File: config.mk
export PLATFORM = sky130hd
export DESIGN_NAME = calendar_date_ctr
export DESIGN_NICKNAME = d
export VERILOG_FILES = /design/src/rtl/cal_pkg.sv /design/src/rtl/cal_month_len.sv /design/src/rtl/calendar_date_ctr.sv
export SDC_FILE = /design/constraint.sdc
export NUM_CORES = 1
export LEC_CHECK = 0
export CAP_MARGIN = 10
export CORE_ASPECT_RATIO = 1.1
export CORE_UTILIZATION = 50
export CTS_CLUSTER_SIZE = 40
export DETAILED_ROUTE_END_ITERATION = 7
export PLACE_DENSITY_LB_ADDON = 0.2
export REMOVE_ABC_BUFFERS = 1
export SYNTH_ARGS = -nofsm -noshare
export SYNTH_HDL_FRONTEND = slang
export SYNTH_SLANG_ARGS = --single-unit
export TNS_END_PERCENT = 100
File: constraint.sdc
create_clock -name clk -period 4.4 [get_ports clk]
set_input_delay 1.32 -clock clk [delete_from_list [all_inputs] [get_ports clk]]
set_output_delay 1.32 -clock clk [all_outputs]
set_load 0.02 [all_outputs]
File: src/rtl/cal_pkg.sv
// rtl/cal_pkg.sv - shared calendar constants, BCD digit type and leap/BCD helpers
package cal_pkg;

  typedef logic [3:0] bcd_digit_t;

  localparam logic [7:0] MON_FEB = 8'h02;
  localparam logic [7:0] MON_DEC = 8'h12;

  // Index 1 = January; entries are BCD last days of a non-leap year.
  localparam logic [12:1][7:0] MONTH_LEN = {8'h31, 8'h30, 8'h31, 8'h30, 8'h31, 8'h31,
                                            8'h30, 8'h31, 8'h30, 8'h31, 8'h28, 8'h31};

  // A two-digit BCD value is divisible by 4 iff (2*tens + units) is.
  function automatic logic bcd_div4(input bcd_digit_t tens, input bcd_digit_t units);
    return tens[0] ? (units == 4'd2 || units == 4'd6)
                   : (units == 4'd0 || units == 4'd4 || units == 4'd8);
  endfunction

  function automatic logic bcd_is_leap(input logic [15:0] year, input int digits,
                                       input logic y00_leap);
    logic lo_zero;
    lo_zero = (year[7:0] == 8'h00);
    if (digits == 2) return lo_zero ? y00_leap : bcd_div4(year[7:4], year[3:0]);
    return lo_zero ? bcd_div4(year[15:12], year[11:8]) : bcd_div4(year[7:4], year[3:0]);
  endfunction

  function automatic logic [15:0] bin_to_bcd16(input int v);
    return {4'((v / 1000) % 10), 4'((v / 100) % 10), 4'((v / 10) % 10), 4'(v % 10)};
  endfunction

  function automatic logic rst_date_ok(input int d, input int m, input int y,
                                       input int digits, input logic y00_leap);
    logic [7:0] lim;
    if (m < 1 || m > 12 || d < 1 || y < 0) return 1'b0;
    if (y >= ((digits == 4) ? 10000 : 100)) return 1'b0;
    lim = MONTH_LEN[m[3:0]];
    if (m == 2 && bcd_is_leap(bin_to_bcd16(y), digits, y00_leap)) lim = 8'h29;
    return d <= (10 * int'(lim[7:4]) + int'(lim[3:0]));
  endfunction

endpackage

File: src/rtl/cal_month_len.sv
// rtl/cal_month_len.sv - BCD last day of a BCD month; returns 00 for an illegal month
module cal_month_len
  import cal_pkg::*;
(
  input  logic [7:0] mon_i,
  input  logic       is_leap_i,
  output logic [7:0] last_day_o
);

  logic       mon_ok;
  logic [3:0] idx;

  always_comb begin
    mon_ok     = (mon_i[7:4] == 4'd0 && mon_i[3:0] >= 4'd1 && mon_i[3:0] <= 4'd9) ||
                 (mon_i[7:4] == 4'd1 && mon_i[3:0] <= 4'd2);
    idx        = mon_i[4] ? (mon_i[3:0] + 4'd10) : mon_i[3:0];
    last_day_o = 8'h00;
    if (mon_ok) begin
      last_day_o = MONTH_LEN[idx];
      if (mon_i == MON_FEB && is_leap_i) last_day_o = 8'h29;
    end
  end

endmodule

File: src/rtl/calendar_date_ctr.sv
// rtl/calendar_date_ctr.sv - BCD day/month/year calendar counter with validated load
module calendar_date_ctr
  import cal_pkg::*;
#(
  parameter int YEAR_DIGITS = 2,
  parameter bit Y00_LEAP    = 1'b1,
  parameter int RST_DAY     = 1,
  parameter int RST_MON     = 3,
  parameter int RST_YEAR    = 24
) (
  input  logic                     clk,
  input  logic                     rst_n,
  input  logic                     day_tick,
  input  logic                     load_en,
  input  logic [7:0]               load_day,
  input  logic [7:0]               load_mon,
  input  logic [4*YEAR_DIGITS-1:0] load_year,
  output logic [1:0]               day_10,
  output logic [3:0]               day_1,
  output logic                     mon_10,
  output logic [3:0]               mon_1,
  output logic [4*YEAR_DIGITS-1:0] year_bcd,
  output logic                     wrap_tick,
  output logic                     load_err
);

  localparam int          YW      = 4 * YEAR_DIGITS;
  localparam logic [15:0] RST_D16 = bin_to_bcd16(RST_DAY);
  localparam logic [15:0] RST_M16 = bin_to_bcd16(RST_MON);
  localparam logic [15:0] RST_Y16 = bin_to_bcd16(RST_YEAR);

  if (!(YEAR_DIGITS == 2 || YEAR_DIGITS == 4) ||
      !rst_date_ok(RST_DAY, RST_MON, RST_YEAR, YEAR_DIGITS, Y00_LEAP)) begin : g_bad_cfg
    $error("calendar_date_ctr: illegal YEAR_DIGITS or reset date");
  end

  logic [5:0]    day_q, day_d;
  logic [4:0]    mon_q, mon_d;
  logic [YW-1:0] year_q, year_d, year_inc;
  logic          wrap_q, wrap_d, err_q, err_d;
  logic          year_carry, ld_nib_ok, ld_ok, cur_leap, ld_leap;
  logic [7:0]    cur_last, ld_last;

  assign cur_leap = bcd_is_leap(16'(year_q), YEAR_DIGITS, Y00_LEAP);
  assign ld_leap  = bcd_is_leap(16'(load_year), YEAR_DIGITS, Y00_LEAP);

  cal_month_len u_len_cur (.mon_i({3'b000, mon_q}), .is_leap_i(cur_leap), .last_day_o(cur_last));
  cal_month_len u_len_ld  (.mon_i(load_mon),        .is_leap_i(ld_leap),  .last_day_o(ld_last));

  always_comb begin
    year_inc   = year_q;
    year_carry = 1'b1;
    ld_nib_ok  = (load_day[7:4] <= 4'd9) && (load_day[3:0] <= 4'd9) &&
                 (load_mon[7:4] <= 4'd9) && (load_mon[3:0] <= 4'd9);
    for (int i = 0; i < YEAR_DIGITS; i++) begin
      if (load_year[4*i +: 4] > 4'd9) ld_nib_ok = 1'b0;
      if (year_carry) begin
        if (year_q[4*i +: 4] == 4'd9) begin
          year_inc[4*i +: 4] = 4'd0;
        end else begin
          year_inc[4*i +: 4] = year_q[4*i +: 4] + 4'd1;
          year_carry         = 1'b0;
        end
      end
    end
    // ld_last is 00 for an illegal month, so the day compare rejects it too.
    ld_ok = ld_nib_ok && (ld_last != 8'h00) && (load_day != 8'h00) && (load_day <= ld_last);
  end

  always_comb begin
    day_d  = day_q;
    mon_d  = mon_q;
    year_d = year_q;
    wrap_d = 1'b0;
    err_d  = 1'b0;
    if (load_en) begin
      if (ld_ok) begin
        day_d  = load_day[5:0];
        mon_d  = load_mon[4:0];
        year_d = load_year;
      end else begin
        err_d = 1'b1;
      end
    end else if (day_tick) begin
      if ({2'b00, day_q} == cur_last) begin
        day_d = 6'h01;
        if ({3'b000, mon_q} == MON_DEC) begin
          mon_d  = 5'h01;
          year_d = year_inc;
          wrap_d = year_carry;
        end else if (mon_q[3:0] == 4'd9) begin
          mon_d = 5'h10;
        end else begin
          mon_d = mon_q + 5'd1;
        end
      end else if (day_q[3:0] == 4'd9) begin
        day_d = {day_q[5:4] + 2'd1, 4'd0};
      end else begin
        day_d = day_q + 6'd1;
      end
    end
  end

  always_ff @(posedge clk or negedge rst_n) begin
    if (!rst_n) begin
      day_q  <= RST_D16[5:0];
      mon_q  <= RST_M16[4:0];
      year_q <= RST_Y16[YW-1:0];
      wrap_q <= 1'b0;
      err_q  <= 1'b0;
    end else begin
      day_q  <= day_d;
      mon_q  <= mon_d;
      year_q <= year_d;
      wrap_q <= wrap_d;
      err_q  <= err_d;
    end
  end

  assign day_10    = day_q[5:4];
  assign day_1     = day_q[3:0];
  assign mon_10    = mon_q[4];
  assign mon_1     = mon_q[3:0];
  assign year_bcd  = year_q;
  assign wrap_tick = wrap_q;
  assign load_err  = err_q;

endmodule

# Yosys cells after proc, flatten, opt, wreduce, memory -nomap -nowiden
# Memories as Yosys holds them, arrays and structs flattened.
# Cells that the tools add are included.
# Widths: inputs -> output; s select.
[classes]
n_mux = 42
n_lt_le_gt_ge = 14
reduce_logical = 38
addsub = 7
n_eq_ne = 18
[ops]
columns = ["op", "n"]
rows = [
  ["$mux 8", 11],
  ["$mux 5", 6],
  ["$mux 6", 5],
  ["$eq 4x4->1 const B", 6],
  ["$le 4x4->1 const B", 5],
  ["$mux 4", 5],
  ["$eq 4x3->1 const B", 4],
  ["$logic_not 4->1", 4],
  ["$logic_not 8->1", 2],
  ["$reduce_bool 8->1", 2],
  ["$mux 1", 15],
  ["$logic_and 1x1->1", 14],
  ["$lt 4x5->1 const B", 2],
  ["$add 4x1->4 const B", 2],
  ["$add 4x4->4 const B", 2],
  ["$eq 4x2->1 const B", 2],
  ["$eq 6x8->1", 1],
  ["$eq 8x2->1 const B", 1],
  ["$ge 4x1->1 const B", 2],
  ["$gt 4x4->1 const B", 2],
  ["$le 4x2->1 const B", 2],
  ["$le 8x8->1", 1],
  ["$logic_or 1x1->1", 8],
  ["$reduce_bool 2->1", 4],
  ["11 further kinds", 11],
]
[totals]
mem_bits_ro = 256
in_bits = 28
register_bits = 21
out_inout_bits = 21
memories = 2
wordCells = 127
[memory_table]
columns = ["memory", "words", "width", "read_ports", "rd_ports_with_merged_regs", "write_ports", "line_no", "text"]
rows = [
  ["(no name shown)", 16, 8, 1, 0, 0, "cal_month_len.sv:19", "last_day_o = MONTH_LEN[idx];"],
  ["(no name shown)", 16, 8, 1, 0, 0, "cal_month_len.sv:19", ""],
]

# Depth between registers and ports, before layout
[depth]
depth_word = 14
depth_mapped = 16
depth_no_buf = 14

# By module
# From an unflattened synthesis, not the netlist that was laid out.
[hier_totals]
hier_cells = 303
hier_area_um2 = 2329.7
[modules_own_cells]
columns = ["module", "n_inst", "cells_each", "seq_area_each_um2", "area_per_inst_um2"]
rows = [
  ["calendar_date_ctr", 1, 237, 531.8, 1889.3],
  ["cal_month_len", 2, 33, 0.0, 220.2],
]

# Worst setup path before layout
# Ideal clock, no wire load.
[synth_path]
path_type = "input to register"
start = "input load_mon[2]"
end = "register year_q[0], in the netlist year_bcd[0]"
path_stages = 14
required_ns = 4.252
arrival_ns = 4.091
setup_time_ns = 0.148
slack_ns = 0.161
path_cell_list = "a2111oi_0 nand2_1 a211oi_2 inv_1 nor2_1 ha_1 or3b_2 a21oi_1 a211o_1 a41oi_2 buf_2 a211o_1 o31ai_1 o41ai_1"
[synth_via]
elab_chain_len = 12
elab_cells_between_ends = 25
cone_classes = "add/sub: 1; order compare: 4; eq/ne: 2; mux: 6; reduce/logical: 11; memory: 1"
[synth_lines]
columns = ["item", "line_no", "text"]
rows = [
  ["from (decl)", "calendar_date_ctr.sv:16", "input logic [7:0] load_mon,"],
  ["branches (longest 9 deep; another with $mem_v2 16x8)", "n/a", ""],
  ["$logic_and 1x1->1 *", "calendar_date_ctr.sv:67", "ld_ok = ld_nib_ok && (ld_last != 8'h00) && (load_day != 8'h00) && (load_day <= ld_last);"],
  ["$ne 2x1->1 (no source line) *", "n/a", ""],
  ["$reduce_and 4->1 (no source line) *", "n/a", ""],
  ["to (signal assigned)", "calendar_date_ctr.sv:108", "year_q <= RST_Y16[YW-1:0];"],
  ["to (signal assigned)", "calendar_date_ctr.sv:114", "year_q <= year_d;"],
  ["to (decl)", "calendar_date_ctr.sv:39", "logic [YW-1:0] year_q, year_d, year_inc;"],
]
# Mark *: on every way between the ends. The select of a mux whose other input is x is not followed.
# A chain may end at the register's enable or synchronous reset.

# Final worst setup path
[layout_path]
start = "input load_year[2]"
end = "register year_q[0], in the netlist year_bcd[0]"
[layout_via]
elab_chain_len = 14
elab_cells_between_ends = 24
cone_classes = "order compare: 2; eq/ne: 5; mux: 6; reduce/logical: 11"
[layout_lines]
columns = ["item", "line_no", "text"]
rows = [
  ["from (decl)", "calendar_date_ctr.sv:17", "input logic [4*YEAR_DIGITS-1:0] load_year,"],
  ["branches (longest 11 deep; another with $le 8x8->1)", "n/a", ""],
  ["$logic_and 1x1->1 *", "calendar_date_ctr.sv:67", ""],
  ["$ne 2x1->1 (no source line) *", "n/a", ""],
  ["$reduce_and 4->1 (no source line) *", "n/a", ""],
]
# Mark *: on every way between the ends.

==> flow_summary.ini <==
[floorplan]
coreArea_sq_um = 4290
rows = 25
dieArea_sq_um = 4750
die_h_um = 72.2
io_pins = 49
start_util_pct = 52.3
die_x_um = 65.8

[global_route]
grtUsageTotal_pct = 28.0
grt_start_max_net_pins = 22
grt_pass1_vias = 2301
grt_pass1_wl_um = 10400
grt-ovfl-total = 0
antenna_found_initial = 0

[sta]
slew-limit-headroom_pct = 33.3
finalHoldViolations = 0
fin_setup_tns_ns = 0
period_share_pct = 96.8
setup_viol = 0
fmax_ghz = 0.235
worst_pin_slew_ns = 0.997
fin_skew_ns = 0.00602
min_period_ns = 4.26
finalMaxSlewViolations = 0

[drt]
drtIter0Drc = 220
final_antenna_net_count = 0
vias = 2535
drcViolationCount = 0
wire_per_inst_um = 15.8
drtPass1Iterations = 5
routed_wl_um = 6440
via_per_inst = 6.23

[worst_setup_path]
critPathMostFrequentCell = a211o_1
crit_slowest_cell = clkdlybuf4s50_1
cp_data_arrival_time_ns = 4.38
start_kind = input port
critPathRequiredTime_ns = 4.52
path_max_fanout = 5
path_cells = clkdlybuf4s50_1 > a211o_1 > o21ai_2 > nand4_1 > a31oi_1 > a21oi_1 > nor2_1 > ha_1 > or3b_4 > a21oi_2 > a211o_1 > a41oi_4 > buf_6 > a211o_1 > o31ai_1 > o41ai_1
slowest_delay_ns = 0.42
critical_path_class = input port to register
endpoint_kind = register
critPathTopFamily = compound AO/OA/AOI/OAI gates
crit_buf_inv = 2

[layout]
syn2layout_area_growth_pct = 35.1
stdcell_count = 407
drive_gt1_share_pct = 18.7
mostFrequentLayoutCells = 41 x clkdlybuf4s50_1, 31 x nand2_1, 29 x buf_4
fillCellCount = 347
layout.nets = 390
final_util_pct = 70.6
final_common_cell = clkdlybuf4s50_1
antenna_cells = 0

[yosys]
yosysWarningCount = 0
netlist_area_sq_um = 2240
synthFlopType = dfrtp_1
synth_edf_count = 0
async_reset_ff_share_pct = 100
synth_cell_types = 70
avgSynthCellArea_sq_um = 7.73
syn-instance-count = 290
ys_seq_elements = 21
ys_seq_area_share_pct = 23.7

[clock_tree]
h-tree-depth = 1
clk_latency_ns = 0.27
cts_sinks = 21
clkTransAtPathRegs_ns = 0.08
clockBufferDepth = 2
cts_tree = yes
cts_hold_buf = 0
cts-root-buf = clkbuf_8
cts_inserted_buffers = 3

[pwr]
switching_power_uw = 698
power_frac_comb_pct = 58.6
p_int_uw = 750
ir_worst_vdd_v = 0.000271
sw_frac_of_total_pct = 48.2
pwr-share-clk_pct = 9.4
power_mw = 1.45
p_leak_nw = 1.26
power_frac_seq_pct = 32.0
pwr_density_cell_nw_per_um2 = 478

[placed_design]
place.gp.congestion = 0.903
port_buffers = 48
dp.cells = 398
dp_hpwl_um = 4730

[run]
max_cap_viol_count = 0

[hold_path]
hold_path_class = register to register

[status]
status = finished clean
[area by class of cell]
cell class                 instances  area [sq um]  share of cell area [%]
clock inverter                     1          5.00                   0.165
sequential                        21           532                    17.6
multi-input combinational        232          1600                    52.7
clock buffer                       3          41.3                    1.36
inverter                          17          63.8                    2.11
tap                               54          67.6                    2.23
timing repair buffer              79           721                    23.8
[path summary, 6_finish.rpt]
| check | start | to | slack [ns] | cells past startpoint |
|---|---|---|---|---|
| setup / recovery | load_year[2] | year_bcd[0]$_DFFE_PN0P_ | 0.14 | 16 |
| hold / removal | day_q[0]$_DFFE_PN1P_ | day_q[0]$_DFFE_PN1P_ | 0.56 | 2 |
| setup reg to reg | mon_q[2]$_DFFE_PN0P_ | mon_q[1]$_DFFE_PN1P_ | 1.38 | 8 |
| hold reg to reg | day_q[0]$_DFFE_PN1P_ | day_q[0]$_DFFE_PN1P_ | 0.56 | 2 |
| max in group asynchronous | rst_n | day_q[2]$_DFFE_PN0P_ | 2.20 | 1 |
| min in group asynchronous | rst_n | wrap_tick$_DFF_PN0_ | 1.59 | 1 |
[logic make-up (layout without fill, tap and decap cells)]
family	after synthesis	after routing	share of synthesized area, %
DFF	21	21	23.7
AOI/OAI and AO/OA	99	99	31.5
muxes	5	5	2.51
adders and majority gates	9	9	4.97
buffers and inverters	37	100	8.43
and+or+nand+nor	116	116	27.6
xor gates and xnor gates	3	3	1.17
[sequential cells by signal, indices dropped and copies added (netlist names)]
register and flops:
mon_q 5, day_q 6, year_bcd 8, wrap_tick 1, load_err 1
[worst register-to-register path, cell delays in order, from the launching register on]
cell	delay [ns]
dfrtp_1	0.55
ha_1	0.31
nand2b_1	0.19
xnor2_1	0.27
o21ai_0	0.22
o2111a_1	0.31
or3_1	0.56
nand3_4	0.18
mux2_2	0.36
[cells in the mapped netlist, types with 5 or more instances]
cell / n / area [sq um]
a211o_1: 6 / 52.6
a21oi_1: 19 / 95.1
a31oi_1: 7 / 43.8
buf_6: 5 / 56.3
clkbuf_1: 9 / 33.8
dfrtp_1: 16 / 400
dfstp_2: 5 / 131
ha_1: 8 / 100
inv_1: 16 / 60.1
nand2_1: 31 / 116
nand3_1: 12 / 60.1
nor2_1: 25 / 93.8
nor3_1: 8 / 40.0
o21ai_0: 21 / 105
[repair_timing]
item / in CTS / in global routing
buffers inserted: 5 / 0
resized for setup: 12 / 10
pin swaps: 7 / 8
hold endpoints to repair: 0 / 0
gates cloned: 1 / 0
setup endpoints to repair: 13 / 16
[through the flow]
step	cell area [sq um]	setup WS [ns]	hold slack [ns]
6_report	3030	0.139	0.564
5_1_grt	3030	-0.0156	0.609
3_3_place_gp	2860	-0.227	0.547
4_1_cts	2990	0.00308	0.560
3_5_place_dp	2860	-0.417	0.550
2_1_floorplan	2120	-0.110	0.553
[power by group through the flow]
| stage | Clock (mW) | Combinational, mW | Sequential [mW] |
|---|---|---|---|
| floorplan | 0 | 0.448 | 0.513 |
| global placement | 0 | 0.816 | 0.461 |
| detailed placement | 0 | 0.831 | 0.461 |
| CTS | 0.135 | 0.843 | 0.458 |
| global route | 0.142 | 0.926 | 0.486 |
| finish | 0.136 | 0.849 | 0.463 |
[metal layers]
metal | vias to the layer above | track usage [%] | share of wire, %
met2 | 107 | 43.5 | 48
met3 | 24 | 3.62 | 4.6
met1 | 1188 | 37.8 | 44
li1 | 1216 | - | -
met5 | - | 0 | 0
met4 | 0 | 14.3 | 3.2
Note: power is estimated with default switching activity, not from simulation.
